[src/rtl/instr_fetch.sv]
// instr_fetch: owns the fetch PC, applies static next-PC prediction and
// queues {ins, pc, prediction} for decode; flushes and redirects on jp_wrong.
module instr_fetch #(
    parameter int          IQ_DEPTH = 8,
    parameter int          IQ_AW    = 3,
    parameter logic [31:0] RESET_PC = 32'h0
) (
    input  logic        clk,
    input  logic        rst,
    input  logic        rdy,
    input  logic        jp_wrong,
    input  logic [31:0] jp_pc,
    output logic [31:0] pc_IC,
    input  logic        ins_flag_IC,
    input  logic [31:0] ins_IC,
    output logic        ins_valid_ID,
    input  logic        ins_ready_ID,
    output logic [31:0] ins_ID,
    output logic [31:0] pc_ID,
    output logic        pred_taken_ID,
    output logic [31:0] pred_pc_ID
);

    typedef struct packed {
        logic [31:0] ins;
        logic [31:0] pc;
        logic        taken;
        logic [31:0] pred_pc;
    } iq_ent_t;

    localparam logic [IQ_AW:0] FULL_CNT = (IQ_AW + 1)'(IQ_DEPTH);

    iq_ent_t          iq [IQ_DEPTH];
    iq_ent_t          hd;
    logic [IQ_AW-1:0] head;
    logic [IQ_AW-1:0] tail;
    logic [IQ_AW:0]   count;
    logic             skip;

    logic [6:0]  opcode;
    logic        is_jal;
    logic        is_bwd;
    logic [31:0] jal_off;
    logic [31:0] br_off;
    logic        pred_taken;
    logic [31:0] pred_pc;
    logic        accept;
    logic        pop;

    assign opcode  = ins_IC[6:0];
    assign is_jal  = (opcode == 7'b1101111);
    assign is_bwd  = (opcode == 7'b1100011) && ins_IC[31];
    assign jal_off = {{11{ins_IC[31]}}, ins_IC[31], ins_IC[19:12],
                      ins_IC[20], ins_IC[30:21], 1'b0};
    assign br_off  = {{19{ins_IC[31]}}, ins_IC[31], ins_IC[7],
                      ins_IC[30:25], ins_IC[11:8], 1'b0};

    always_comb begin
        pred_taken = 1'b0;
        pred_pc    = pc_IC + 32'd4;
        unique case (1'b1)
            is_jal: begin
                pred_taken = 1'b1;
                pred_pc    = pc_IC + jal_off;
            end
            is_bwd: begin
                pred_taken = 1'b1;
                pred_pc    = pc_IC + br_off;
            end
            default: ;
        endcase
    end

    // Full check uses the pre-pop count: no same-cycle full bypass.
    assign accept = ins_flag_IC && !skip && (count != FULL_CNT) && !jp_wrong;
    assign pop    = ins_valid_ID && ins_ready_ID && !jp_wrong;

    always_ff @(posedge clk or negedge rst) begin
        if (!rst) begin
            pc_IC <= RESET_PC;
            skip  <= 1'b0;
            head  <= '0;
            tail  <= '0;
            count <= '0;
        end else if (rdy) begin
            if (jp_wrong) begin
                pc_IC <= jp_pc;
                skip  <= 1'b1;
                head  <= '0;
                tail  <= '0;
                count <= '0;
            end else begin
                skip <= accept;
                if (accept) begin
                    pc_IC <= pred_pc;
                    tail  <= tail + 1'b1;
                end
                if (pop) head <= head + 1'b1;
                if (accept && !pop) count <= count + 1'b1;
                else if (!accept && pop) count <= count - 1'b1;
            end
        end
    end

    always_ff @(posedge clk) begin
        if (rdy && accept) iq[tail] <= '{ins_IC, pc_IC, pred_taken, pred_pc};
    end

    assign hd            = iq[head];
    assign ins_valid_ID  = (count != '0);
    assign ins_ID        = hd.ins;
    assign pc_ID         = hd.pc;
    assign pred_taken_ID = hd.taken;
    assign pred_pc_ID    = hd.pred_pc;

endmodule

[config.mk]
export PLATFORM = sky130hd
export DESIGN_NAME = instr_fetch
export DESIGN_NICKNAME = d
export VERILOG_FILES = /design/src/rtl/instr_fetch.sv
export SDC_FILE = /design/constraint.sdc
export NUM_CORES = 1
export LEC_CHECK = 0
export CORE_ASPECT_RATIO = 1.75
export CORE_UTILIZATION = 30
export DETAILED_ROUTE_END_ITERATION = 10
export PLACE_DENSITY = 0.44
export SLEW_MARGIN = 20
export SYNTH_ARGS = -nofsm -noshare
export SYNTH_HDL_FRONTEND = slang
export SYNTH_SLANG_ARGS = --single-unit
[constraint.sdc]
create_clock -name clk -period 12.1 [get_ports clk]
set_input_delay 1.815 -clock clk [delete_from_list [all_inputs] [get_ports clk]]
set_output_delay 1.815 -clock clk [all_outputs]
set_load 0.01 [all_outputs]
# Word-level counts from Yosys, hierarchy flattened
# Memories as Yosys holds them, arrays and structs flattened.
# Cells that the tools add are included.
[totals] wordCells=51 mem_bits_rw=776 reg_bits=43 mem_count=1 out_inout_bits=130 input_bits=70
[classes] n_mux=14 add_sub_neg=7 n_reduce_logical=21 n_eq_ne=3
[mem_list] memory="iq" depth=8 width=97 read_ports=1 rd_clocked_by_memory_dff=0 wr=1 line="33" rtl="iq_ent_t iq [IQ_DEPTH];"
[ops] op="adder 32 bit" count=2
[ops] op="2-to-1 mux 32 bit" count=2
[ops] op="case mux 32 bit (2 select lines)" count=1
[ops] op="adder 32 x 3 -> 32 bit, second input constant" count=1
[ops] op="== test 7 bit, second input constant" count=2
[ops] op="2-to-1 mux 3 bit" count=4
[ops] op="2-to-1 mux 4 bit" count=3
[ops] op="logical AND 1 bit" count=9
[ops] op="adder 3 x 1 -> 3 bit, second input constant" count=2
[ops] op="AND reduction 2 bit" count=3
[ops] op="adder 4 x 1 -> 4 bit, second input constant" count=1
[ops] op="zero test 1 bit" count=4
[ops] op="2-to-1 mux 1 bit" count=4
[ops] op="!= test 4 bit, second input constant" count=1
[ops] op="nonzero test 2 bit" count=2
[ops] op="nonzero test 4 bit" count=1
[ops] op="subtractor 4 x 1 -> 4 bit, second input constant" count=1
[ops] op="nonzero test 3 bit" count=1
[ops] op="OR reduction 2 bit" count=1

# Longest topological paths before layout
[logic_depth] ltp_word=9 depth_mapped=16 mapped_depth_nobuf=15

# Worst setup path after synthesis
# OpenSTA, ideal clock, no wires.
[synth_timing] kind="in2reg" start="input jp_wrong" end="memory iq[2][10] (netlist bit) (enable)" t_arrival_ps=12235 required_ps=11280 slack_ps=-955 setup_time_ps=820 stages=4 n_path_buf=1 cell_sequence="clkbuf_1 -> nor2_1 -> nand2_1 -> nor4b_1"
[synth_between] elab_chain_cells=5
[synth_rtl] element="start: declaration" line="11" rtl="input logic jp_wrong,"
[synth_rtl] element="zero test 1 bit" line="75" rtl="assign accept = ins_flag_IC && !skip && (count != FULL_CNT) && !jp_wrong;"
[synth_rtl] element="logical AND 1 bit" line="75"
[synth_rtl] element="logical AND 1 bit" line="106" rtl="if (rdy && accept) iq[tail] <= '{ins_IC, pc_IC, pred_taken, pred_pc};"
[synth_rtl] element="2-to-1 mux 1 bit" line="106"
[synth_rtl] element="2-to-1 mux 1 bit (not written as such)" line="106"
[synth_rtl] element="end: declaration" line="33"
# Every way passes these cells.

# Worst setup path after layout
[layout_timing] start="input ins_IC[1]" end="memory iq[5][29] (netlist bit) (data pin)"
[layout_between] elab_chain_cells=3 word_cells_on_any_way=4 cone_classes="eq/ne (2); mux (1); reduce/logical (1)"
[layout_rtl] element="start: declaration" line="15" rtl="input logic [31:0] ins_IC,"
[layout_rtl] element="== test 7 bit" line="52" rtl="assign is_bwd = (opcode == 7'b1100011) && ins_IC[31];"
[layout_rtl] element="logical AND 1 bit" line="52"
[layout_rtl] element="case mux 32 bit (2 select lines) (*)" line="61" rtl="unique case (1'b1)"
[layout_rtl] element="via pred_pc[29]" line="46" rtl="logic [31:0] pred_pc;"
# Mark *: on every way through the listed nets, which the timed path passes. The rest lies on a longest branch.

==> results.toml <==
[run_status]
status = "complete, no violations"

[yosys]
muxShareOfSynthArea = 0.170
async_flop_share = 0.0530
synth_fp_nets = 1854
synth_simple_gate_area_frac = 0.0369
synth_warnings = 0
synth-seq-cells = 811
syn-cell-area_um2 = 33400
syn_avg_cell_area_um2 = 19.2
synth_top_flop_cell = "edfxtp_1"
ys_types = 58
synth_top_cell_by_area = "edfxtp_1"
synth_compound_area_frac = 0.0313
synth_top_family_by_area = "multiplexers"
synth_xor_area_frac = 0.0139
synthTopCellsByCount = "768 x edfxtp_1, 192 x mux4_2, 107 x nand2_1"
synthTopCellsByArea = "edfxtp_1 69%, mux4_2 13%, mux2_2 3.4%"
synth-edff-count = 768
yosysMostFrequentCell = "edfxtp_1"
yosysTopAreaCellShare = 0.690
synthCells = 1745
yosysSeqAreaShare = 0.722
synth_fa_ha_area_frac = 0.0150

[global_route]
grt_pass1_wl_um = 135000
grt_usage = 0.169
met2_usage = 0.296
grt_use_met1 = 0.209
top_usage_layer = "met2"
grt.overflow.total = 0
grt_max_degree = 70
grt_pass1_vias = 18789
met3_usage = 0.0313
antenna_found_initial = 11

[detailed_routing]
routedWlPerCell_um = 26.7
drc_errors = 0
routed_via_density = 4.94
vias = 17441
ant_nets = 0
drt_pass1_iterations = 5
drt-total-wl_um = 94400
drt-initial-drc-count = 1187

[placement]
post-place-ws_ps = 5150
dp.cells = 3377
place_congestion = 0.850
place_area_um2 = 37400
hpwl_um = 56800
portBuffers = 199

[clock_network]
cts_tree = "built"
cts_made_buffers = 81
post-cts-setup-buffer-count = 0
cts_max_path_buffers = 3
cts_hold_buf = 0
clk_latency_ps = 670
h-tree-depth = 3
cts_resized = 0
cts_num_sinks = 811
clkTransAtPathRegs_ps = 60
root_buffer = "clkbuf_16"

[run]
drv_cap = 0

[timing]
worst_pin_slew_ps = 1120
finalSetupViolCount = 0
finalHoldViolations = 0
fin_crit_ps = 6270
finalClockSkew_ps = 26.0
hold_ws_ps = 538
slew-limit-headroom = 0.252
setup_ws_ps = 5830
rsz0062_at_grt = "no"
max_freq_ghz = 0.160
final.period_utilization = 0.518
finalMaxSlewViolations = 0

[final_layout]
stdcell_count = 3530
final_nets = 2103
drive_above_1_share = 0.237
syn_to_final_growth_pct = 19.8
final_cell_area_um2 = 40100

[worst_setup_path]
crit_path_start_kind = "primary input"
r2r-end = "iq[5][87]"
cp_cell_sequence = "clkdlybuf4s50_1 -> nor2b_1 -> nand4_1 -> or2_2 -> mux2_2 -> ha_1 -> fa_1 -> a21oi_1 -> nor3b_2 -> o211ai_2 -> a21oi_1 -> a211o_1 -> a221oi_1 -> o21ai_1 -> mux2i_1 -> nor2_1"
cp-end-kind = "flip-flop"
rrSetupSlack_ps = 8190
worstRegToRegCells = 10
required_ps = 12520
max_stage_delay_ps = 640
arrival_ps = 6690
crit_start = "ins_IC[1]"
path_common_cell = "a21oi_1"
path_max_fanout = 13
timing.rr.start = "count[0]"
crit_path_end = "iq[5][29]"
worstSetupPathType = "in2reg"
slowest_stage = "clkdlybuf4s50_1"

[die]
start_util = 0.304
io_pins = 200
die_width_um = 254
rows = 161
die_height_um = 444
core_um2 = 110000
die-area_um2 = 113000

[min_path]
worstHoldPathType = "reg2reg"

[pwr]
p_leak_nw = 12.9
finalPower_mw = 7.64
p_per_area_nw_per_um2 = 191
vdd_drop_max_v = 0.000111
==> logic make-up after synthesis <==
family	Yosys count
DFF	811
AOI/OAI and AO/OA	171
and+or+nand+nor	260
xor gates and xnor gates	53
buffers and inverters	95
adders and majority gates	39
muxes	316
==> through the flow <==
stage / setup TNS (ps) / util
5_1_grt: 0 / 0.364
6_report: 0 / 0.364
3_3_place_gp: 0 / 0.339
2_1_floorplan: -196620 / -
3_5_place_dp: 0 / 0.339
4_1_cts: 0 / 0.363
==> cell usage in the layout, fill, tap and decap left out, drive strengths merged, types with 22 or more instances in the layout <==
cell type and instances:
clkdlybuf4s50 197, mux2i 22, dfrtp 43, mux4 192, mux2 102, buf 54, a21o 27, nand2 107
clkinv 24, a21oi 46, edfxtp 768, nor2 42, o21ai 61, xor2 27, ha 37, clkbuf 110
nand3 29, xnor2 26
==> flip-flops by register name (all words and copies together) (netlist names) <==
name	count
count	4
pc_IC	32
head	3
skip	1
tail	3
iq	768
==> worst min-delay path by stage <==
stage | startpoint | endpoint | slack (ps) | depth (start not counted)
6_report | count[2] | count[2] | 540 | 2
5_1_grt | skip | skip | 570 | 2
4_1_cts | count[2] | count[2] | 530 | 2
3_5_place_dp | count[2] | count[2] | 520 | 2
3_3_place_gp | count[2] | count[2] | 500 | 2
2_1_floorplan | count[2] | count[2] | 480 | 2
==> layer usage <==
layer	up-vias	routed length, um
li1	7573	-
met1	9282	38200
met2	459	49000
met3	115	5020
met4	12	2070
met5	-	84
==> power breakdown <==
group | internal (mW) | switching (mW)
registers | 3.26 | 0.174
logic | 0.830 | 0.843
clock network | 1.44 | 1.09
total | 5.53 | 2.11
==> area by class of cell <==
cell class / count / area, um^2
antenna: 2 / 5.00
sequential: 811 / 24100
multi-input combinational: 839 / 9000
fill: 10299 / 70100
clock buffer: 110 / 2250
clock inverter: 40 / 393
tap: 1467 / 1840
inverter: 10 / 37.5
timing repair buffer: 251 / 2400
==> worst max-delay path: cells and delay by family <==
family          cells  cell delay [ps]
compound gates      6             1670
simple gates        5             1350
fa+ha+maj           2              650
buf+inv             1              640
mux                 2              530
No activity file was read; power rests on OpenSTA's default activity.
